`config.mk`:
```
export PLATFORM = sky130hd
export DESIGN_NAME = param_ram
export DESIGN_NICKNAME = d
export VERILOG_FILES = /design/src/rtl/param_ram_pkg.sv /design/src/rtl/ram_clear_seq.sv /design/src/rtl/param_ram.sv
export SDC_FILE = /design/constraint.sdc
export NUM_CORES = 2
export LEC_CHECK = 0
export BUFFER_PORTS_ARGS = -buffer_cell sky130_fd_sc_hd__clkbuf_2
export CORE_MARGIN = 2
export CORE_UTILIZATION = 55
export CTS_CLUSTER_SIZE = 30
export DETAILED_ROUTE_END_ITERATION = 10
export PLACE_DENSITY = 0.82
export RECOVER_POWER = 50
export SYNTH_ARGS = -nofsm -noshare
export SYNTH_HDL_FRONTEND = slang
export SYNTH_HIERARCHICAL = 1
export SYNTH_SLANG_ARGS = --single-unit
```
`constraint.sdc`:
```
create_clock -name clk -period 12.6 [get_ports clk]
set_clock_uncertainty 0.05 [all_clocks]
set_input_delay 3.15 -clock clk [delete_from_list [all_inputs] [get_ports clk]]
set_output_delay 3.15 -clock clk [all_outputs]
set_load 0.01 [all_outputs]
```
`src/rtl/param_ram_pkg.sv`:
```
// Shared types and default geometry for the parametrised program/data RAM.
package param_ram_pkg;
    localparam int DEF_DATA_W = 8;
    localparam int DEF_ADDR_W = 8;

    typedef enum logic {
        IDLE  = 1'b0,
        CLEAR = 1'b1
    } state_t;
endpackage

```
`src/rtl/ram_clear_seq.sv`:
```
// Clear-sweep sequencer: walks every address once after reset or a soft clear.
module ram_clear_seq
    import param_ram_pkg::*;
#(
    parameter int ADDR_W = DEF_ADDR_W
) (
    input  logic              clk,
    input  logic              rst,
    input  logic              clear,
    output logic              busy,
    output logic              clr_we,
    output logic [ADDR_W-1:0] clr_addr
);
    // One spare counter bit keeps the terminal-count compare free of wrap ambiguity.
    localparam logic [ADDR_W:0] LAST = {1'b0, {ADDR_W{1'b1}}};

    state_t          state_reg, state_next;
    logic [ADDR_W:0] cnt_reg, cnt_next;

    always_ff @(posedge clk) begin
        if (rst) begin
            state_reg <= CLEAR;
            cnt_reg   <= '0;
        end else begin
            state_reg <= state_next;
            cnt_reg   <= cnt_next;
        end
    end

    always_comb begin
        state_next = state_reg;
        cnt_next   = cnt_reg;
        case (state_reg)
            IDLE: begin
                if (clear) begin
                    state_next = CLEAR;
                    cnt_next   = '0;
                end
            end
            CLEAR: begin
                if (cnt_reg == LAST) begin
                    state_next = IDLE;
                    cnt_next   = '0;
                end else begin
                    cnt_next = cnt_reg + 1'b1;
                end
            end
            default: begin
                state_next = CLEAR;
                cnt_next   = '0;
            end
        endcase
    end

    assign busy     = (state_reg == CLEAR);
    assign clr_we   = busy;
    assign clr_addr = cnt_reg[ADDR_W-1:0];
endmodule

```
`src/rtl/param_ram.sv`:
```
// Single-port synchronous RAM with registered read, selectable read-during-write
// behaviour and a counter-driven clear sweep on reset or soft clear.
module param_ram
    import param_ram_pkg::*;
#(
    parameter int               DATA_W      = DEF_DATA_W,
    parameter int               ADDR_W      = DEF_ADDR_W,
    parameter int               WRITE_FIRST = 0,
    parameter logic [DATA_W-1:0] CLEAR_VAL  = '0
) (
    input  logic              clk,
    input  logic              rst,
    input  logic              clear,
    input  logic              read,
    input  logic              write,
    input  logic [ADDR_W-1:0] address,
    input  logic [DATA_W-1:0] data,
    output logic [DATA_W-1:0] out,
    output logic              out_valid,
    output logic              busy
);
    localparam int DEPTH = 2 ** ADDR_W;

    logic [DATA_W-1:0] mem [DEPTH];
    logic [DATA_W-1:0] out_reg;
    logic              out_valid_reg;
    logic              clr_we;
    logic [ADDR_W-1:0] clr_addr;
    logic              user_ok;
    logic              mem_we;
    logic [ADDR_W-1:0] mem_waddr;
    logic [DATA_W-1:0] mem_wdata;
    logic [DATA_W-1:0] rd_word;

    ram_clear_seq #(.ADDR_W(ADDR_W)) u_clear_seq (
        .clk      (clk),
        .rst      (rst),
        .clear    (clear),
        .busy     (busy),
        .clr_we   (clr_we),
        .clr_addr (clr_addr)
    );

    // A soft clear seen in IDLE pre-empts any access issued in the same cycle.
    assign user_ok   = !busy && !rst && !clear;
    assign mem_we    = clr_we || (user_ok && write);
    assign mem_waddr = clr_we ? clr_addr : address;
    assign mem_wdata = clr_we ? CLEAR_VAL : data;

    always_ff @(posedge clk) begin
        if (mem_we) begin
            mem[mem_waddr] <= mem_wdata;
        end
    end

    generate
        if (WRITE_FIRST != 0) begin : g_write_first
            assign rd_word = write ? data : mem[address];
        end else begin : g_read_first
            assign rd_word = mem[address];
        end
    endgenerate

    always_ff @(posedge clk) begin
        if (rst) begin
            out_reg       <= '0;
            out_valid_reg <= 1'b0;
        end else begin
            out_valid_reg <= 1'b0;
            if (user_ok && read) begin
                out_reg       <= rd_word;
                out_valid_reg <= 1'b1;
            end
        end
    end

    assign out       = out_reg;
    assign out_valid = out_valid_reg;
endmodule
```
Yosys cells after proc, flatten, opt, wreduce, memory -nomap -nowiden
Memory sizes are Yosys's and may differ from the RTL's. A register that Yosys moved wholly into a read port is not among the register bits.
Cells that the tools add are included.

storage, ports and cells
  output and inout port bits = 10
  memories kept = 1
  RAM bits = 2048
  input bits = 21
  logic and storage cells = 27
  register bits = 11

memory list
  memory  words  width  read ports  clocked after Yosys merged registers in  wr ports  line             text
  mem     256    8      1           1                                        1         param_ram.sv:24  logic [DATA_W-1:0] mem [DEPTH];

cells by class
  bitwise operators = 1
  eq/ne operators = 2
  reductions and logical operators = 8
  $add $sub $neg = 1
  muxes and demuxes = 11

operators by type and width
  operator                                                         number
  9-bit two-way mux                                                2
  9-bit one-hot mux with 2 select lines                            1
  8-bit two-way mux                                                2
  9-bit by 1-bit adder with 9-bit output, second input constant    1
  9-bit by 8-bit == test with 1-bit output, second input constant  1
  1-bit two-way mux                                                5
  1-bit logical AND                                                4
  1-bit logical NOT                                                3
  2-bit inequality test, second input constant                     1
  1-bit one-hot mux with 2 select lines                            1
  1-bit logical OR                                                 1
  1-bit inverter                                                   1

Depth between registers and ports, before layout
  word-level depth = 7
  depth in mapped cells = 14
  mapped depth without buffers = 7

Modules after synthesis
Netlist, hierarchy kept.

by module, submodules not included
  module         area an instance (sq um)  cells an instance  seq. area each (sq um)  times used
  param_ram      80813.8                   4041               61679.2                 1
  ram_clear_seq  600.6                     69                 200.2                   1

Worst setup path after synthesis
OpenSTA, ideal clock, no wires.

  path kind = in2reg
  start point = input data[0]
  end point = memory mem[0][0] (netlist name), data pin
  library setup time = 1446 ps
  buffers on the path = 0
  stages on the path = 1
  arrival = 9295 ps
  data required time = 11104 ps
  setup slack = 1809 ps
  cell sequence = nor2b_1

on the way
  cells in the longest elaborated chain, start to end = 1

RTL lines
  item                line             text
  start: declaration  param_ram.sv:17  input logic [DATA_W-1:0] data,
  8-bit two-way mux   param_ram.sv:48  assign mem_wdata = clr_we ? CLEAR_VAL : data;
  end: declaration    param_ram.sv:24

Every way passes these cells.

Final worst setup path
  start point = input data[1]
  end point = memory mem[211][1] (netlist name), data pin

on the way
  cells in the longest elaborated chain, start to end = 1

RTL lines
  item                    line             text
  8-bit two-way mux       param_ram.sv:48
  named net mem_wdata[1]  param_ram.sv:32  logic [DATA_W-1:0] mem_wdata;

The timed path passes the listed nets, and every way through them passes these cells.

==> impl_metrics.csv <==
group,metric,value,unit
clocking,cts_resized,0,
detailed_routing,drt_pass1_iterations,9,
clocking,path_clk_slew,0.06,ns
power_and_ir_drop,leakage,28.4,nW
clocking,post-cts-setup-buffers,0,
critical_path,cp_slowest_stage_delay,3.33,ns
final_layout,area_growth,9.41,%
detailed_routing,postRouteAntennaNets,0,
synthesis,syn-num-nets,4132,
synthesis,synth_top_area_share,75.5,%
timing,max_freq,103,MHz
synthesis,synth.most_common_cell,"edfxtp_1",
clocking,hold_buffers,0,
synthesis,ys.flop_type,"edfxtp_1",
critical_path,path_cells,"clkbuf_2 -> nor2b_1 -> clkbuf_1",
critical_path,setup.worst_path.class,"in2reg",
final_layout,layout-drive-gt1-share,18.0,%
global_route,grt_usage,28.9,%
die,rows,141,
die,dieArea,0.151,mm2
timing,setup_violations,0,
critical_path,timing.rr.start,"u_clear_seq/busy",
synthesis,synthCells,4110,
timing,finalCritPeriodShare,76.9,%
final_layout,multi_input_area,0.0178,mm2
synthesis,yosysWarnings,6,
synthesis,ys_top_cells_by_area,"edfxtp_1 (76%), mux4_2 (11%), mux2i_1 (3.5%)",
placed_design,port-buffer-count,30,
global_route,first_global_vias,43300,
min_path,min_from,"u_clear_seq/cnt_reg[8]",
run,cap_violations,20,
clocking,clock_latency,0.86,ns
synthesis,synth-edff-count,2048,
clocking,cts_root_buffer,"clkbuf_16",
synthesis,ys_seq_elements,2067,
synthesis,synth.largest_area_cell,"edfxtp_1",
clocking,numCtsBuffers,192,
timing,fin_crit,9.69,ns
die,pin_count,31,
timing,whs,0.414,ns
synthesis,async_reset_ff_share,0,%
critical_path,arrival,9.57,ns
power_and_ir_drop,irDropWorstVdd,0.000153,V
min_path,hold_class,"reg2reg",
global_route,grt_antenna_before_repair,9,
critical_path,cp-start-kind,"input port",
placed_design,post_dp_cell_area,0.0832,mm2
power_and_ir_drop,p_per_area,154,mW/mm2
critical_path,cp_max_fo,104,
timing,rsz0062_at_grt,"no",
clocking,cts_buffer_depth,3,
synthesis,synthTopCellsByCount,"edfxtp_1 (2048), mux4_2 (384), nor2_1 (304), mux2i_1 (283), nand2_1 (129)",
clocking,tritoncts,"yes",
critical_path,end_kind,"flip-flop",
die,start_util,55.3,%
critical_path,crit_buf_inv,2,
die,dieHeight,389,um
synthesis,ys_types,74,
clocking,clock-sinks,2067,
critical_path,cp-startpoint,"data[1]",
final_layout,nFillCells,9569,
placed_design,place.gp.congestion,0.969,
synthesis,synth_seq_area_share,76.0,%
final_layout,area.sequential,0.0619,mm2
critical_path,path_delay_family,"buffers and inverters",
die,fp.dieW,389,um
placed_design,dp_hpwl,128000,um
power_and_ir_drop,power_switching_share,21.2,%
timing,tightestPinTransition,5.60,ns
power_and_ir_drop,clock_power_share,41.5,%
power_and_ir_drop,internal_power,10.8,mW
die,core_area,0.147,mm2
run_status,violations,"capacitance limit, slew limit",
global_route,grt_pass1_wl,311000,um
critical_path,required,12.48,ns
clocking,cts_htree_levels,4,
critical_path,worst-r2r-setup-slack,3.52,ns
final_layout,largest_reg_flops,2048,
timing,slew_violations,2018,
timing,tns,0,ns
global_route,grt_max_degree,257,
timing,hold_violations,0,
timing,max_slew_margin,-273,%
detailed_routing,initialDrtViolationCount,8263,
synthesis,synth_area_per_cell,19.8,um2
power_and_ir_drop,power_frac_seq,54.2,%
detailed_routing,wl,220000,um
detailed_routing,drc,0,
power_and_ir_drop,pwr-share-comb,4.3,%
detailed_routing,wire_per_inst,35.1,um
global_route,grt_overflow,0,
run_status,outcome,"finished, violations left",
detailed_routing,vias_per_cell,7.06,
critical_path,slowest_stage,"clkbuf_1",
synthesis,mappedNetlistArea,0.0814,mm2
detailed_routing,num_vias,44100,
final_layout,finalInstanceArea,0.0891,mm2
power_and_ir_drop,p_sw,2.91,mW
final_layout,nNetsFinal,4186,
## worst register-to-register path, cell delays in order, from the launching register on
cell and delay (ns):
dfxtp_2 0.31, clkbuf_1 1.00, nor2b_1 3.29, clkbuf_1 3.35
## cell families after synthesis
kind of cell	share of synthesized area (%)
buffers and inverters	2.12
adders and majority gates	0.0154
AOI/OAI and AO/OA	3.85
and+or+nand+nor	3.45
DFF	76.0
muxes	14.6
## per-stage QoR
stage               cells  power [mW]  setup WS (ns)  utilization, %
finish               6253        13.8           2.91            60.5
CTS                  6248        13.7           5.51            60.6
detailed placement   5900        8.16           4.58            56.5
global route         6248        14.0           2.65            60.5
global placement     5900        8.15           4.70            56.5
floorplan            4110        7.98           1.81               -
## cells in the final DEF, fill, tap and decap left out, types with 62 or more instances in the layout
cell type,n
a21oi_1,80
clkbuf_1,62
nand2_1,129
o22ai_1,62
o221ai_1,69
clkbuf_16,195
buf_4,67
mux4_2,384
mux2i_1,283
nor2_1,302
edfxtp_1,2048
## path summary, 6_finish.rpt
path / end / cells after the start
setup reg to reg: mem[211][1] / 3
setup / recovery: mem[211][1] / 3
hold reg to reg: u_clear_seq/cnt_reg[8] / 2
hold / removal: u_clear_seq/cnt_reg[8] / 2
## layer usage
metal	wire (um)	global-route usage, %	vias to the layer above
met2	98300	42.5	4016
met4	14100	15.4	10
li1	-	-	17100
met5	66	0.191	-
met3	35000	10.5	839
met1	72100	38.1	22200
## power by group through the flow
stage	clock [mW]	combinational (mW)	sequential, mW
final	5.71	0.598	7.45
after global routing	5.95	0.600	7.45
after CTS	5.71	0.569	7.45
after detailed placement	0	0.562	7.60
after global placement	0	0.556	7.60
after floorplan	0	0.378	7.60
## layout make-up
cell class                 instances  share of cell area [%]
antenna                            5                  0.0140
inverter                          16                  0.0716
clock buffer                     234                    5.64
sequential                      2067                    69.5
timing repair buffer             115                   0.882
clock inverter                   114                    1.21
tap                             1930                    2.71
multi-input combinational       1772                    20.0
(Power assumes the default switching activity.)
